`src/rtl/display_pkg.sv`:
```
// ---------------------------------------------------------------------------
// display_pkg
// Shared types and constants for the multiplexed 7-segment display scanner.
//   scan_state_t : scan FSM states (IDLE, BLANK, SHOW)
//   SEL_OFF()    : all-ones pattern; truncate to the digit count to get
//                  "every active-low digit enable off"
// ---------------------------------------------------------------------------
package display_pkg;

    typedef enum logic [1:0] {
        IDLE  = 2'd0,
        BLANK = 2'd1,
        SHOW  = 2'd2
    } scan_state_t;

    localparam int SEL_MAX_W = 32;

    function automatic logic [SEL_MAX_W-1:0] SEL_OFF();
        return '1;
    endfunction

endpackage

```
`src/rtl/scan_prescaler.sv`:
```
// ---------------------------------------------------------------------------
// scan_prescaler
// Slot counter for the display scanner: counts 0..DIV-1 while run is high and
// wraps to 0. wrap is high on the cycle the counter sits at DIV-1 and will
// return to 0 on the next edge.
//   clk  : clock, rising edge
//   rst  : synchronous active-high reset
//   clr  : synchronous clear (holds the count at 0)
//   run  : count enable
//   cnt  : current slot position
//   wrap : terminal-count pulse (combinational from cnt/run)
// ---------------------------------------------------------------------------
module scan_prescaler #(
    parameter int DIV = 8,
    parameter int CW  = $clog2(DIV)
) (
    input  logic          clk,
    input  logic          rst,
    input  logic          clr,
    input  logic          run,
    output logic [CW-1:0] cnt,
    output logic          wrap
);

    localparam logic [CW-1:0] LAST = CW'(DIV - 1);

    assign wrap = run && (cnt == LAST);

    // NOTE: sequential state uses non-blocking assignments so every register
    // samples pre-edge values regardless of block ordering.
    always_ff @(posedge clk) begin
        if (rst || clr) begin
            cnt <= '0;
        end else if (run) begin
            cnt <= wrap ? '0 : cnt + 1'b1;
        end
    end

endmodule

```
`src/rtl/display_scanner.sv`:
```
// ---------------------------------------------------------------------------
// display_scanner
// Time-multiplexes NUM_DIGITS BCD digits onto one 7-segment decoder. Each
// digit owns a slot of SCAN_DIV cycles; the first BLANK_CYCLES of a slot keep
// every digit off while the downstream decoder (one cycle of latency) settles
// on the new code. New data is staged in a shadow register and promoted to the
// active register at frame start so a frame never mixes old and new digits.
//   clk         : clock, rising edge
//   rst         : synchronous active-high reset
//   enable      : scanning runs while high
//   load        : one-cycle strobe capturing digits_in / dp_in
//   digits_in   : BCD digits, digit 0 in [3:0]
//   dp_in       : decimal point requests, active-high
//   number_data : BCD code to the decoder (codes > 9 pass through)
//   smg_sel     : digit enables, active-low
//   smg_dp      : decimal point, active-low, aligned with smg_sel
//   frame_start : one-cycle pulse on the first BLANK cycle of digit 0
// All outputs are registered from next-state values, so they line up with
// the state register and change at most once per cycle.
// ---------------------------------------------------------------------------
module display_scanner
    import display_pkg::*;
#(
    parameter int NUM_DIGITS   = 6,
    parameter int SCAN_DIV     = 50000,
    parameter int BLANK_CYCLES = 2
) (
    input  logic                    clk,
    input  logic                    rst,
    input  logic                    enable,
    input  logic                    load,
    input  logic [4*NUM_DIGITS-1:0] digits_in,
    input  logic [NUM_DIGITS-1:0]   dp_in,
    output logic [3:0]              number_data,
    output logic [NUM_DIGITS-1:0]   smg_sel,
    output logic                    smg_dp,
    output logic                    frame_start
);

    localparam int CW = $clog2(SCAN_DIV);
    localparam int IW = (NUM_DIGITS > 1) ? $clog2(NUM_DIGITS) : 1;

    localparam logic [NUM_DIGITS-1:0] SEL_ALL    = NUM_DIGITS'(SEL_OFF());
    localparam logic [CW-1:0]         BLANK_LAST = CW'(BLANK_CYCLES - 1);
    localparam logic [IW-1:0]         IDX_LAST   = IW'(NUM_DIGITS - 1);

    scan_state_t state, state_nxt;

    logic [CW-1:0] slot_cnt;
    logic          slot_wrap;
    logic          scan_run;
    logic          scan_clr;

    logic [IW-1:0] idx, idx_nxt;
    logic          fs_nxt;

    logic [4*NUM_DIGITS-1:0] shadow_digits, active_digits, active_digits_nxt;
    logic [NUM_DIGITS-1:0]   shadow_dp, active_dp, active_dp_nxt;

    logic [NUM_DIGITS-1:0] sel_nxt;
    logic                  dp_nxt;

    // The counter only advances once a slot is under way; the IDLE->BLANK
    // edge leaves it at 0 so that cycle is slot position 0.
    assign scan_run = enable && (state != IDLE);
    assign scan_clr = !enable;

    scan_prescaler #(
        .DIV (SCAN_DIV),
        .CW  (CW)
    ) u_prescaler (
        .clk  (clk),
        .rst  (rst),
        .clr  (scan_clr),
        .run  (scan_run),
        .cnt  (slot_cnt),
        .wrap (slot_wrap)
    );

    // NOTE: every signal assigned here gets a default first, so no path
    // leaves a value unassigned and no latch is inferred.
    always_comb begin
        state_nxt         = state;
        idx_nxt           = idx;
        fs_nxt            = 1'b0;
        active_digits_nxt = active_digits;
        active_dp_nxt     = active_dp;
        sel_nxt           = SEL_ALL;
        dp_nxt            = 1'b1;

        if (!enable) begin
            state_nxt = IDLE;
            idx_nxt   = '0;
        end else begin
            unique case (state)
                IDLE: begin
                    state_nxt = BLANK;
                    idx_nxt   = '0;
                    fs_nxt    = 1'b1;
                end
                BLANK: begin
                    if (slot_cnt == BLANK_LAST) state_nxt = SHOW;
                end
                SHOW: begin
                    if (slot_wrap) begin
                        state_nxt = BLANK;
                        idx_nxt   = (idx == IDX_LAST) ? '0 : idx + 1'b1;
                        fs_nxt    = (idx == IDX_LAST);
                    end
                end
                default: state_nxt = IDLE;
            endcase
        end

        // The promotion happens on the same edge that raises frame_start, so
        // digit 0's code is already on number_data in the first BLANK cycle.
        // A load sampled on that edge bypasses the shadow and lands directly.
        if (fs_nxt) begin
            active_digits_nxt = load ? digits_in : shadow_digits;
            active_dp_nxt     = load ? dp_in     : shadow_dp;
        end

        if (state_nxt == SHOW) begin
            sel_nxt[idx_nxt] = 1'b0;
            dp_nxt           = ~active_dp_nxt[idx_nxt];
        end
    end

    always_ff @(posedge clk) begin
        if (rst) begin
            state         <= IDLE;
            idx           <= '0;
            shadow_digits <= '0;
            shadow_dp     <= '0;
            active_digits <= '0;
            active_dp     <= '0;
            number_data   <= 4'd0;
            smg_sel       <= SEL_ALL;
            smg_dp        <= 1'b1;
            frame_start   <= 1'b0;
        end else begin
            state         <= state_nxt;
            idx           <= idx_nxt;
            active_digits <= active_digits_nxt;
            active_dp     <= active_dp_nxt;
            if (load) begin
                shadow_digits <= digits_in;
                shadow_dp     <= dp_in;
            end
            // Hold the last code while idle; the display is blanked anyway.
            if (state_nxt != IDLE) begin
                number_data <= active_digits_nxt[4*idx_nxt +: 4];
            end
            smg_sel     <= sel_nxt;
            smg_dp      <= dp_nxt;
            frame_start <= fs_nxt;
        end
    end

endmodule
```
`config.mk`:
```
export PLATFORM = sky130hd
export DESIGN_NAME = display_scanner
export DESIGN_NICKNAME = d
export VERILOG_FILES = /design/src/rtl/display_pkg.sv /design/src/rtl/scan_prescaler.sv /design/src/rtl/display_scanner.sv
export SDC_FILE = /design/constraint.sdc
export NUM_CORES = 1
export LEC_CHECK = 0
export CORE_MARGIN = 3
export CORE_UTILIZATION = 55
export DETAILED_ROUTE_END_ITERATION = 8
export GPL_TIMING_DRIVEN = 0
export MAX_ROUTING_LAYER = met4
export PLACE_DENSITY = 0.78
export SLEW_MARGIN = 30
export SYNTH_ARGS = -nofsm -noshare
export SYNTH_HDL_FRONTEND = slang
export SYNTH_SLANG_ARGS = --single-unit
```
`constraint.sdc`:
```
create_clock -name clk -period 3.3 [get_ports clk]
set_clock_uncertainty 0.05 [all_clocks]
set_input_delay 0.66 -clock clk [delete_from_list [all_inputs] [get_ports clk]]
set_output_delay 0.66 -clock clk [all_outputs]
set_load 0.01 [all_outputs]
```
* Word level (Yosys, flattened, before mapping)
Index checks and enable logic that the tools add are counted.
** Storage, ports and cells
- Output and inout port bits :: 12
- Word-level logic and storage cells :: 54
- Register bits :: 93
- Bits of input ports :: 34
** Cells by class
- Reduce and logical (&&, ||, !) cells :: 9
- Bitwise gates (word level) :: 3
- Mux-type cells :: 20
- Equality and inequality tests :: 6
- Add/sub/neg operators :: 2
- $lt $le $gt $ge :: 2
- Shift-type cells :: 1
** Operators with widths (number)
- two-way mux 24 bit :: 2
- variable part select 24 x 6 -> 4 bit :: 1
- adder 16 x 1 -> 16 bit, second input constant :: 1
- equality test 16 x 1 -> 1 bit, second input constant :: 1
- equality test 16 bit, second input constant :: 1
- two-way mux 16 bit :: 1
- two-way mux 6 bit :: 2
- two-way mux 3 bit :: 3
- two-way mux 2 bit :: 3
- inverter 6 bit :: 1
- case mux 2 bit (3 select lines) :: 1
- case mux 3 bit (2 select lines) :: 1
- equality test 2 bit, second input constant :: 2
- < comparator 3 x 4 -> 1 bit, second input constant :: 1
- two-way mux 1 bit :: 4
- nonzero test 2 bit :: 2
- adder 3 x 1 -> 3 bit, second input constant :: 1
- binary-select mux 1 bit (select 3 bit) :: 1
- demux 1 bit (select 3 bit) :: 1
- equality test 3 bit, second input constant :: 1
- greater-or-equal comparator 3 x 1 -> 1 bit, second input constant :: 1
- logical AND 1 bit :: 3
- equality test 2 x 1 -> 1 bit, second input constant :: 1
- logical NOT 2 bit :: 1
- other kinds (5) :: 6

* Logic depth before layout (Yosys ltp)
- Depth after elaboration :: 11
- Depth in mapped cells :: 10
- Depth with buffers taken out :: 8

* By module
Synthesis repeated with hierarchy kept, for this count alone.
** Unflattened totals
- Cell total of the unflattened synthesis :: 428
- Area total of the unflattened synthesis :: 4093.9 um^2
** By module, submodules not included
- display_scanner :: seq. area each 1541.5 um^2, area each 3249.4 um^2, cells each 342, instances 1
- scan_prescaler :: seq. area each 320.3 um^2, area each 844.6 um^2, cells each 86, instances 1

* Worst setup path before layout
OpenSTA, ideal clock, no wires.
- Path kind :: input-to-reg
- From :: input enable
- To :: register number_data[1]
- Slack :: 796 ps
- Arrival :: 2374 ps
- Required time :: 3170 ps
- Path buffers :: 1
- Cell stages on the path :: 8
- Library setup time :: 80 ps
- Cells stage by stage :: o2111a_2 -> nand4_4 -> nor3_2 -> mux2i_1 -> buf_4 -> mux2_2 -> o32a_1 -> a211oi_2
** On the way
- Longest elaborated chain between the ends :: 7
- Elaborated cells on any way between the ends :: 14
- Those cells by class :: 1 x shift; 10 x mux; 3 x reduce/logical
** Ends and longest elaborated chain
- start: declaration :: line display_scanner.sv:30 : input logic enable,
- logical AND 1 bit :: line display_scanner.sv:65 : assign scan_run = enable && (state != IDLE);
- logical AND 1 bit :: line scan_prescaler.sv:27 : assign wrap = run && (cnt == LAST);
- two-way mux 1 bit :: line display_scanner.sv:105 : if (slot_wrap) begin
- case mux 1 bit (2 select lines) :: line display_scanner.sv:95 : unique case (state)
- two-way mux 1 bit :: line display_scanner.sv:91 : if (!enable) begin
- two-way mux 24 bit :: line display_scanner.sv:118 : if (fs_nxt) begin
- variable part select 24 x 6 -> 4 bit :: line display_scanner.sv:152 : number_data <= active_digits_nxt[4*idx_nxt +: 4];
- end signal: assignment :: line display_scanner.sv:152
- end: declaration :: line display_scanner.sv:34 : output logic [3:0] number_data,
Parallel ways exist; a longest one is shown, timed or not.
A chain may end at the register's enable or synchronous reset.

* Worst setup path after layout
- From :: input enable
- To :: register smg_dp
** On the way
- Longest elaborated chain between the ends :: 9
- Elaborated cells on any way between the ends :: 18
- Those cells by class :: 1 x eq/ne; 12 x mux; 2 x bitwise; 3 x reduce/logical
** Ends and longest elaborated chain
- logical AND 1 bit :: line display_scanner.sv:65
- logical AND 1 bit :: line scan_prescaler.sv:27
- two-way mux 1 bit :: line display_scanner.sv:105
- case mux 1 bit (2 select lines) :: line display_scanner.sv:95
- two-way mux 1 bit :: line display_scanner.sv:91
- two-way mux 6 bit :: line display_scanner.sv:118
- binary-select mux 1 bit (select 3 bit) :: line display_scanner.sv:125 : dp_nxt = ~active_dp_nxt[idx_nxt];
- two-way mux 1 bit (not written as such) :: line display_scanner.sv:125
- inverter 1 bit :: line display_scanner.sv:125
- end signal: assignment :: line display_scanner.sv:155 : smg_dp <= dp_nxt;
- end: declaration :: line display_scanner.sv:36 : output logic smg_dp,
Parallel ways exist; a longest one is shown, timed or not. The select of a mux whose other input is x is not followed.

==> key figures <==
Detailed routing
  – Vias: roughly 3300
  – Total wire length: between 8 and 9 mm
  – Detailed Route Iter0 Violations: 190
  – Per-cell routed wire length: between 10 and 15 um
  – Post-route DRC: 0
  – Pre-antenna DRT Iters: 5
  – Post-route ant nets: 0
  – Average vias per placed instance: around 5.5

CTS
  – Clock sinks: 93
  – Cts repair resizes: 0
  – Total setup buffers inserted after CTS: 0
  – CTS Buffer Depth: 2
  – Clk_lat worst skew: around 360 ps
  – CTS tree: yes
  – Cts bufs inserted: 9
  – CTS Hold Buffers Added: 0
  – CTS H-tree depth: 3
  – Clock root cell: clkbuf_8
  – CTS clock-pin slew for the worst setup and hold paths: about 90 ps

Finish
  – Fillers: between 500 and 600
  – Sequential Area: 1860 um^2
  – Share of layout cells above drive strength 1: around a tenth
  – Area occupied by multi-input gates: 1960 um^2
  – Synth-to-Final Area Change: 19.0%
  – Final nets: between 500 and 600
  – Layout Cells excl Fill: about 590
  – Commonest cells after routing, fill and taps aside: dfxtp_1 (93), nor2_1 (87), clkdlybuf4s50_1 (45)
  – # diodes: 0
  – Most common cell after layout, fill and taps aside: dfxtp_1

Floorplan
  – Row count: 30
  – Core Region: between 6000 and 7000 um^2
  – Chip width: around 91 um
  – Initial core utilization: between 50% and 60%
  – Io pins: 46
  – Die ar.: around 8200 um^2
  – Die H: 90.7 um

Synthesis
  – Yosys reg bits: between 90 and 100
  – Multiplexer share of the synthesized area: 9.96%
  – Synthesized Nets: roughly 470
  – Distinct cells, synth: between 40 and 50
  – Compound-cell area share of the yosys netlist: 13.6%
  – Post-Synthesis Cells: about 440
  – Synth area leader: dfxtp_1
  – Top cells by area, synth: dfxtp_1 (47%), nor2_1 (8.3%), mux2i_1 (7.1%), a211oi_1 (4.2%), nand2_1 (4.0%)
  – Synth Area in Adders: less than 1%
  – Simple-gate share of the synthesized area: around 22%
  – Commonest register cell after synthesis: dfxtp_1
  – Post-synth top area share: 47.2%
  – Avg Cell Area, Syn: around 9 um^2
  – Yosys warnings: 0
  – Asr flop ratio synth: 0%
  – XOR/XNOR Fraction of Synth Area: about 2.9%
  – Main combinational cell family by area after synthesis: simple AND/OR/NAND/NOR gates
  – Seq/Total Area, Yosys: 47.2%
  – Cell Area, Synth: around 4000 um^2
  – Post-synth EDFFs: 0

Status
  – Status: completed

Pwr
  – P_leak: 1.78 nW
  – Cell Pwr Density: 451 nW/um^2
  – Peak supply drop: approximately 0.28 mV

Placed design
  – DP HPWL: between 6 and 7 mm
  – Placer congestion estimate: roughly 0.9
  – Number of port buffers: 45
  – Cells after DPL: between 500 and 600

STA
  – Actual slew at the worst max-slew pin: 990 ps
  – Final setup violation count: 0
  – Final Cycle Share: 91.3%
  – RSZ-0062 raised after global routing: no
  – Max-slew violation count: 0
  – Crit path time final: 3010 ps
  – Hold Fails Final Rpt: 0
  – Slew headroom: roughly a third
  – Hold_ws: 414 ps
  – Fmax: around 330 MHz

Setup path
  – Startpoint Class: input pin
  – Critical Path RT: 3470 ps
  – Worst Setup Path Type: in2reg
  – Arrival time worst endpoint: roughly 3200 ps
  – Crit. End Element: flip-flop
  – Worst-path fanout max: 10

Global route
  – Largest net degree at the start of global routing: 17
  – Gr usage total: 22.2%
  – First-pass GRT wire length: between 10 and 15 mm
  – Number of global-route vias before repair: 3091
  – Antenna violations before repair: 0
  – Grt ovf: 0

Job
  – Max cap viols: 0

Worst hold path
  – Hold Crit Class: reg2reg
kinds of logic after synthesis:
logic type / Yosys count
multiplexers: 38
adder cells (fa/ha/maj): 2
flip-flops: 93
buffers and inverters: 30
XOR/XNOR: 13
AND/OR/NAND/NOR: 188
AO/OA/AOI/OAI: 72
registers in the layout (all words and copies together) (netlist names):
register	flops
active_digits	24
active_dp	6
frame_start	1
idx	3
number_data	4
shadow_digits	24
shadow_dp	6
smg_dp	1
smg_sel	6
state	2
u_prescaler.cnt	16
per-stage QoR:
stage / power, mW / setup WS (ps) / TNS [ps] / utilization (%) / area [um^2]
floorplan: 1.37 / 796 / 0 / - / 3940
global placement: 1.46 / -38.8 / -144 / 65.7 / 4510
detailed placement: 1.46 / -17.4 / -32.8 / 65.7 / 4510
CTS: 2.13 / 345 / 0 / 68.3 / 4690
global route: 2.21 / 239 / 0 / 68.3 / 4690
finish: 2.12 / 288 / 0 / 68.3 / 4690
Yosys cell counts (all sizes together) (2+ instances only):
library cell / number
dfxtp: 93
o22ai: 5
nand4: 4
nor2b: 6
o21ai: 6
o31ai: 2
and2: 2
buf: 13
a31o: 4
nor4: 3
nand3: 10
xor2: 12
nor2: 88
a211oi: 26
ha: 2
nand2: 43
and4: 5
or3: 6
mux2i: 28
a21oi: 14
o211ai: 2
o21bai: 4
clkbuf: 11
mux2: 10
inv: 6
nor3: 15
and3: 2
o32a: 4
or2: 2
power by group:
part	total [mW]	leakage (nW)	switching, mW	internal, mW
Sequential	1.20	0.763	0.0204	1.18
Clock	0.680	0.0872	0.400	0.281
Combinational	0.241	0.933	0.125	0.116
Total	2.12	1.78	0.545	1.57
layer usage:
metal	share of wire [%]	GRT usage (%)	vias to the layer above	wire length [um]
met3	6.1	5.83	9	523
met1	45	28.1	1534	3850
met4	0.91	7.40	0	78
li1	-	-	1634	-
met5	0	-	-	0
met2	48	34.7	102	4100
critical path, cell delays in order:
cell	delay, ps
clkdlybuf4s50_1	500
o2111a_2	270
nand4_4	180
nor3_2	220
mux2i_1	410
buf_4	260
buf_4	200
nand2_1	70
a311oi_1	270
o211ai_1	130
path summary, 6_finish.rpt:
check                                        from                           end  slack (ps)  depth (start not counted)
setup / recovery                           enable             smg_dp$_SDFF_PP1_         290                         10
hold / removal       active_digits[19]$_SDFF_PP0_  active_digits[19]$_SDFF_PP0_         410                          2
setup reg to reg  u_prescaler.cnt[0]$_SDFFE_PP0P_             smg_dp$_SDFF_PP1_         480                         10
hold reg to reg      active_digits[19]$_SDFF_PP0_  active_digits[19]$_SDFF_PP0_         410                          2
area by class of cell:
type	count	share of cell area [%]
Buffer	24	2.29
Clock buffer	10	2.72
Clock inverter	6	1.01
Inverter	6	0.480
Multi-Input combinational cell	313	41.7
Sequential cell	93	39.7
Tap cell	96	2.56
Timing Repair Buffer	45	9.59
Power figures use the tool's default switching activity.
